==> src/rtl/word_receiver.sv <==
// Serial-to-parallel word receiver: shifts one bit per qualified strobe into a WIDTH-bit word
// and presents completed words on a holding register with valid/ready and sticky overrun.
module word_receiver #(
    parameter int unsigned WIDTH     = 8,
    parameter bit          MSB_FIRST = 1'b1,
    parameter int unsigned CW        = $clog2(WIDTH + 1)
) (
    input  logic             clk,
    input  logic             rst_n,
    input  logic             enable,
    input  logic             sample,
    input  logic             in,
    input  logic             clear,
    output logic [WIDTH-1:0] out,
    output logic             out_valid,
    input  logic             out_ready,
    output logic [CW-1:0]    bit_count,
    output logic             busy,
    output logic             overrun
);

    logic [WIDTH-1:0] sr_q;
    logic [WIDTH-1:0] shifted;
    logic             strobe;
    logic             last_bit;
    logic             can_load;

    if (MSB_FIRST) begin : g_msb_first
        assign shifted = {sr_q[WIDTH-2:0], in};
    end else begin : g_lsb_first
        assign shifted = {in, sr_q[WIDTH-1:1]};
    end

    assign strobe   = enable & sample;
    assign last_bit = strobe && (bit_count == CW'(WIDTH - 1));
    // The holding register is free if empty or being drained on this same edge.
    assign can_load = !out_valid || out_ready;
    assign busy     = (bit_count != '0);

    always_ff @(posedge clk) begin
        if (!rst_n || clear) begin
            sr_q      <= '0;
            bit_count <= '0;
            out       <= '0;
            out_valid <= 1'b0;
            overrun   <= 1'b0;
        end else begin
            if (!enable) begin
                sr_q      <= '0;
                bit_count <= '0;
            end else if (sample) begin
                if (last_bit) begin
                    sr_q      <= '0;
                    bit_count <= '0;
                end else begin
                    sr_q      <= shifted;
                    bit_count <= bit_count + CW'(1);
                end
            end

            if (last_bit) begin
                if (can_load) begin
                    out       <= shifted;
                    out_valid <= 1'b1;
                end else begin
                    overrun <= 1'b1;
                end
            end else if (out_valid && out_ready) begin
                out_valid <= 1'b0;
            end
        end
    end

endmodule

==> config.mk <==
export PLATFORM = sky130hd
export DESIGN_NAME = word_receiver
export DESIGN_NICKNAME = d
export VERILOG_FILES = /design/src/rtl/word_receiver.sv
export SDC_FILE = /design/constraint.sdc
export NUM_CORES = 1
export LEC_CHECK = 0
export CAP_MARGIN = 20
export CORE_AREA = 4 4 57 59
export CTS_CLUSTER_DIAMETER = 40
export DETAILED_ROUTE_END_ITERATION = 10
export DIE_AREA = 0 0 61 63
export MAX_ROUTING_LAYER = met4
export PLACE_DENSITY = 0.71
export REMOVE_ABC_BUFFERS = 1
export SETUP_SLACK_MARGIN = 0.1
export SLEW_MARGIN = 20
export SYNTH_ARGS = -nofsm -noshare
export SYNTH_HDL_FRONTEND = slang
export SYNTH_SLANG_ARGS = --single-unit
export TNS_END_PERCENT = 50
==> constraint.sdc <==
create_clock -name clk -period 3.8 [get_ports clk]
set_input_delay 1.14 -clock clk [delete_from_list [all_inputs] [get_ports clk]]
set_output_delay 1.14 -clock clk [all_outputs]
set_load 0.005 [all_outputs]
# Word-level counts from Yosys, hierarchy flattened

Cells that the tools add are included.

Add/sub/neg operators: 1
Multiply operators: 0
Divide/modulo/power cells: 0
$lt $le $gt $ge: 0
Equal/unequal tests: 2
Shifts and indexed selects: 0
Muxes and demuxes: 5
Bitwise logic cells: 3
Reductions and logical operators: 12

Operators by type and width:

| cell                                                | count |
|---|---|
| 2-to-1 mux 7 bit                                    | 1 |
| AND reduction 2 bit                                 | 3 |
| adder 4 x 1 -> 4 bit, second input constant         | 1 |
| equality test 4 x 3 -> 1 bit, second input constant | 1 |
| 2-to-1 mux 4 bit                                    | 1 |
| nonzero test 4 bit                                  | 1 |
| 2-to-1 mux 1 bit                                    | 3 |
| logical AND 1 bit                                   | 2 |
| zero test 1 bit                                     | 2 |
| logical OR 1 bit                                    | 2 |
| != test 2 x 1 -> 1 bit, second input constant       | 1 |
| inverter 1 bit                                      | 2 |
| nonzero test 2 bit                                  | 1 |
| OR reduction 2 bit                                  | 1 |
| bitwise AND 1 bit                                   | 1 |

Bits in registers: 21
Bits in latches: 0
Bits in writable memories: 0
Bits in read-only memories: 0
Bits of input ports: 7
Output and inout port bits: 15
Word-level logic and storage cells: 28
Memories kept: 0

# Longest topological paths before layout

Gate-level depths: netlist of run 1.

Word-level depth: 4
Depth in mapped cells: 5
Depth with buffers taken out: 4

# Worst setup path after synthesis of run 1

No wires, ideal clock.

Path kind: input to register
Start point: input clear
End point: register out[0]
Library setup time: 0.096 ns
Arrival: 1.884 ns
Data required time: 3.704 ns
Setup slack: 1.820 ns
Stages: 4
Path buffers: 2
Cells stage by stage: nand2b_1 -> clkbuf_8 -> buf_2 -> o41ai_2

Longest elaborated chain between the ends: 1

Ends and longest elaborated chain:

| item                 | RTL line | source |
|---|---|---|
| start, declared      | 13       | `input logic clear,` |
| logical OR 1 bit     | 41       | `if (!rst_n \|\| clear) begin` |
| end signal, assigned | 63       | `out <= shifted;` |
| end, declared        | 14       | `output logic [WIDTH-1:0] out,` |

No other way between the ends.
A chain may end at the register's enable or synchronous reset.

# Worst setup path after layout of run 1

Start point: input sample
End point: register out[4]

Longest elaborated chain between the ends: 3

Ends and longest elaborated chain:

| item                          | RTL line | source |
|---|---|---|
| start, declared               | 11       | `input logic sample,` |
| bitwise AND 1 bit             | 34       | `assign strobe = enable & sample;` |
| logical AND 1 bit             | 35       | `assign last_bit = strobe && (bit_count == CW'(WIDTH - 1));` |
| AND reduction 2 bit (no line) | n/a      |  |

No other way between the ends.

==> flow_summary.yaml, run 1 <==
min_path:
  hp-start: "sr_q[5]"
  min_path_cells: 2
  hold_path.class: "reg2reg"
  hold_end: "sr_q[6]"
pwr:
  switching_power_uw: 81.5
  clock_power_share_pct: 30.4
  pwr-share-seq_pct: 63.0
  share_comb_of_total_power_pct: 6.7
  switching_share_pct: 23.2
  power_density_nw_per_um2: 275
  ir_drop_mv: 0.129
  leakagePower_uw: 0.000435
  p_int_uw: 270
synthesis:
  ys.warnings.count: 0
  synth-async-reset-ratio_pct: 0
  synth-edff-count: 0
  ys.flop_type: "dfxtp_1"
  seq_area_frac_synth_pct: 39.0
  yosysUniqueCellTypes: 29
  postSynthAreaPerCell_um2: 10.2
  synth_seq_cells: 21
  netlist_instances: 106
  synth_area_um2: 1080
outcome:
  outcome: "complete, no violations"
final_layout:
  drive_above_1_share_pct: 19.8
  nNetsFinal: 131
  layout_common_cells: "dfxtp_1 (21), clkdlybuf4s50_1 (21), inv_1 (18)"
  diodes: 0
  syn2layout_area_growth_pct: 18.6
clock_tree:
  numCtsBuffers: 3
  cts.sinks: 21
  cts_tree: "built"
  path_clk_slew_ns: 0.12
  clockBufferDepth: 2
  post_cts_buffers: 0
  postCtsHoldBufs: 0
  h-tree-depth: 1
  cts_root_buf: "clkbuf_4"
  clock_latency_ns: 0.31
  cts.repair.resized: 0
global_routing:
  grt_pass1_vias: 797
  grt_usage_pct: 12.1
  antenna_found_initial: 0
  grt_pass1_wl_um: 3480
  grt_max_degree: 21
  grt-ovfl-total: 0
job:
  drv_cap: 0
setup_path:
  crit_chain: "clkdlybuf4s50_1 -> buf_4 -> and4b_1 -> nand2_8 -> o41ai_2"
  critPathSlowestCell: "and4b_1"
  reg2reg_slack_ns: 2.04
  crit_family: "simple AND/OR/NAND/NOR gates"
  critPathKind: "in2reg"
  reg2reg_depth: 4
  critical_path_arrival_ns: 2.90
  cp-end-kind: "flop"
  critPathMaxFanout: 20
  timing.rr.start: "bit_count[1]"
  critical_path_buf_inv_count: 2
  max_stage_delay_ns: 0.59
  worstReg2RegEnd: "out[4]"
  crit_required_ns: 4.00
  start_kind: "primary input"
route:
  wl_per_cell_um: 14.0
  antenna_left: 0
  viasPerCell: 5.54
  drcViolationCount: 0
  drt_iter0_markers: 18
  num_vias: 842
  first_pass_iters: 4
  finalWirelength_um: 2120
die:
  dieArea_um2: 3840
  die_h_um: 63
  die_w_um: 61
  core_area_um2: 2710
  ios: 22
  rows: 19
  initial_utilization_pct: 39.8
timing:
  timing.fmax_mhz: 371
  hold_viol_final: 0
  worstMarginPinSlew_ns: 0.790
  finalSetupViolCount: 0
  period_needed_ns: 2.69
  worst_slack_ns: 1.11
  finClkSkew_ns: 0.00604
  final.period_utilization_pct: 70.9
  grt_setup_unrepaired: "no"
  maxSlewViolCount: 0
  slew_headroom_pct: 47.3
  fin_setup_tns_ns: 0
place:
  place_ws_ns: 0.824
  io_buffer_count: 21
  gp_congestion: 0.831
  dpl.hpwl_um: 1520
==> synth_stat cells (2+ instances only) <==
cell type | count | area, um^2
dfxtp_1 | 21 | 420
inv_1 | 18 | 67.6
a311o_2 | 8 | 90.1
nand3_1 | 8 | 40.0
o41ai_2 | 8 | 130
o32ai_1 | 7 | 61.3
buf_2 | 4 | 20.0
nor2_1 | 4 | 15.0
clkbuf_8 | 3 | 41.3
clkbuf_1 | 2 | 7.51
ha_1 | 2 | 25.0
nand2_1 | 2 | 7.51
nand2b_1 | 2 | 12.5
xor2_1 | 2 | 17.5
==> stage by stage <==
step	utilization [%]	hold slack [ns]	power, uW	instance area (um^2)	cells
3_3_place_gp	46.1	0.469	249	1250	148
3_5_place_dp	46.1	0.471	249	1250	148
6_report	47.1	0.495	351	1280	152
4_1_cts	47.1	0.495	357	1280	152
5_1_grt	47.1	0.529	368	1280	152
2_1_floorplan	-	0.461	234	993	95
==> area by class of cell <==
type                       count  area (um^2)
clock inverter                 1         5.00
multi-input combinational     56          505
inverter                      18         67.6
timing repair buffer          22          218
tap                           31         38.8
clock buffer                   3         22.5
fill                         277         1430
sequential                    21          420
==> registers in the layout, indices dropped and copies added, names as in the netlist <==
register   count
sr_q           7
overrun        1
out_valid      1
out            8
bit_count      4
==> metal layers <==
layer | global-route usage (%) | part of all wire, % | up-vias
met5 | - | 0 | -
met2 | 17.4 | 46 | 26
li1 | - | - | 412
met1 | 16.7 | 48 | 401
met3 | 1.86 | 5.1 | 3
met4 | 5.15 | 1.4 | 0
==> kinds of logic after synthesis <==
logic type | synth area share, %
xor+xnor | 1.63
simple gates | 14.4
fa+ha+maj | 2.32
buf+inv | 14.1
compound gates | 27.6
flops | 39.0
mux | 0.929
==> worst reg2reg max path: stages, from the launching register on <==
cell and delay [ns]:
dfxtp_1 0.42, ha_1 0.19, and4b_1 0.56, nand2_8 0.15, o41ai_2 0.34
==> power by group through the flow <==
stage | registers (uW) | logic [uW] | clock network [uW]
after floorplan | 226 | 7.59 | 0
after global placement | 226 | 22.5 | 0
after detailed placement | 226 | 23.4 | 0
after CTS | 221 | 23.5 | 112
after global routing | 221 | 25.4 | 121
final | 221 | 23.5 | 107
==> how the worst max path moves through the flow <==
stage,start,end,depth (start not counted)
floorplan,clear,out[0],3
global route,sample,out[5],5
finish,sample,out[4],5
CTS,bit_count[0],busy,4
global placement,sample,sr_q[2],5
detailed placement,sample,sr_q[2],5
Power figures use the tool's default switching activity.
==> run 2, diff against run 1 <==
--- a/config.mk
+++ b/config.mk
@@ -11,7 +11,7 @@
 export DETAILED_ROUTE_END_ITERATION = 10
 export DIE_AREA = 0 0 61 63
 export MAX_ROUTING_LAYER = met4
-export PLACE_DENSITY = 0.71
+export PLACE_DENSITY = 0.73
 export REMOVE_ABC_BUFFERS = 1
 export SETUP_SLACK_MARGIN = 0.1
 export SLEW_MARGIN = 20
==> constraint.sdc (replaced) <==
create_clock -name clk -period 2.45 [get_ports clk]
set_input_delay 0.735 -clock clk [delete_from_list [all_inputs] [get_ports clk]]
set_output_delay 0.735 -clock clk [all_outputs]
set_load 0.005 [all_outputs]
==> flow_summary.yaml, run 2 (synthesis results as in run 1) <==
clock_tree:
  clock_latency_ns: 0.30
  path_clk_slew_ns: 0.12
  clockBufferDepth: 2
  postCtsHoldBufs: 0
  cts_root_buf: "clkbuf_4"
  numCtsBuffers: 3
  h-tree-depth: 1
  cts_tree: "built"
  post_cts_buffers: 0
  cts.sinks: 21
timing:
  timing.fmax_mhz: 448
  whs_ns: 0.506
  hold_viol_final: 0
  finalSetupViolCount: 0
  maxSlewViolCount: 0
  worst_slack_ns: 0.218
  period_needed_ns: 2.23
  slew_headroom_pct: 71.9
  worstMarginPinSlew_ns: 0.420
  finClkSkew_ns: 0.00473
  final.period_utilization_pct: 91.1
  fin_setup_tns_ns: 0
  grt_setup_unrepaired: "no"
route:
  first_pass_iters: 4
  antenna_left: 0
  num_vias: 861
  drt_iter0_markers: 35
  drcViolationCount: 0
  viasPerCell: 5.55
  finalWirelength_um: 2210
  wl_per_cell_um: 14.3
global_routing:
  grt_usage_pct: 13.4
  antenna_found_initial: 0
  grt_pass1_wl_um: 3970
  use_met1_pct: 17.9
  grt_pass1_vias: 864
  use_met2_pct: 20.5
  grtUsageMet3_pct: 2.27
  grt_max_degree: 20
  grt_busiest_layer: "met2"
  grt-ovfl-total: 0
setup_path:
  reg2reg_depth: 5
  crit_start: "bit_count[1]"
  start_kind: "flop"
  critical_path_arrival_ns: 1.50
  critPathKind: "reg2out"
  cp-end-kind: "output pin"
  worstReg2RegEnd: "sr_q[2]"
  critPathMaxFanout: 5
  crit_required_ns: 1.71
  reg2reg_slack_ns: 0.92
  timing.rr.start: "bit_count[1]"
  endpoint: "busy"
die:
  ios: 22
  dieArea_um2: 3840
  die_h_um: 63
  core_area_um2: 2710
  die_w_um: 61
  rows: 19
  initial_utilization_pct: 39.8
pwr:
  p_total_uw: 551
  power_density_nw_per_um2: 424
  leakagePower_uw: 0.000450
  ir_drop_mv: 0.300
min_path:
  hold_path.class: "reg2reg"
outcome:
  outcome: "complete, no violations"
final_layout:
  diodes: 0
  seq_area_um2: 422
  layout_commonest_cell: "clkdlybuf4s50_1"
  nNetsFinal: 134
  drive_above_1_share_pct: 22.6
  largest_reg_flops: 8
  top_register: "out"
  layout_common_cells: "clkdlybuf4s50_1 (21), dfxtp_1 (20), inv_1 (18)"
  multi_input_area_um2: 505
  num-fill-cells: 261
  largestRegisters: "out (8), sr_q (7), bit_count (4)"
  syn2layout_area_growth_pct: 20.8
  final_core_util_pct: 48.0
place:
  dpl.hpwl_um: 1600
  place_ws_ns: 0.223
  gp_congestion: 0.762
  io_buffer_count: 21
job:
  drv_cap: 0
-- run 2: cell types whose count changed in the layout (fill, tap and decap cells not counted), sizes merged --
cell,previous run,this run
buf,1,4
-- run 2: area by class of cell --
cell class,instances,area share [%]
inverter,18,5.19
multi-input combinational,56,38.8
clock buffer,3,1.73
sequential,21,32.4
tap,31,2.98
timing repair buffer,25,18.5
clock inverter,1,0.385
-- run 2: per-layer routing --
layer  routed length [um]  part of all wire [%]
met3                  134                   6.1
met5                    0                     0
met2                 1050                    48
met4                   17                  0.77
met1                 1010                    45
-- run 2: worst min-delay path by stage --
| stage | start | to | slack [ns] | depth (start not counted) |
|---|---|---|---|---|
| finish | sr_q[0] | sr_q[1] | 0.51 | 2 |
| global route | sr_q[0] | sr_q[1] | 0.52 | 2 |
| CTS | sr_q[0] | sr_q[1] | 0.51 | 2 |
| detailed placement | overrun | overrun | 0.48 | 2 |
| global placement | overrun | overrun | 0.47 | 2 |
| floorplan | overrun | overrun | 0.46 | 2 |
-- run 2: stage by stage --
stage,cell area (um^2),instances
floorplan,993,95
global placement,1270,151
detailed placement,1270,151
CTS,1300,155
global route,1300,155
finish,1300,155
-- run 2: power breakdown --
part	total [uW]	internal, uW	switching, uW
clock network	169	60.9	108
registers	343	342	0.788
logic	39.0	17.3	21.7
-- run 2: what timing repair did --
item,CTS,global route
endpoints found under the hold margin,0,0
endpoints found under the setup margin,0,1
resized for setup,0,1
-- run 2: worst max-delay path: stages (launching register included) --
cell	delay (ns)
dfxtp_1	0.42
inv_1	0.06
ha_1	0.18
nand2_1	0.05
clkdlybuf4s50_1	0.49
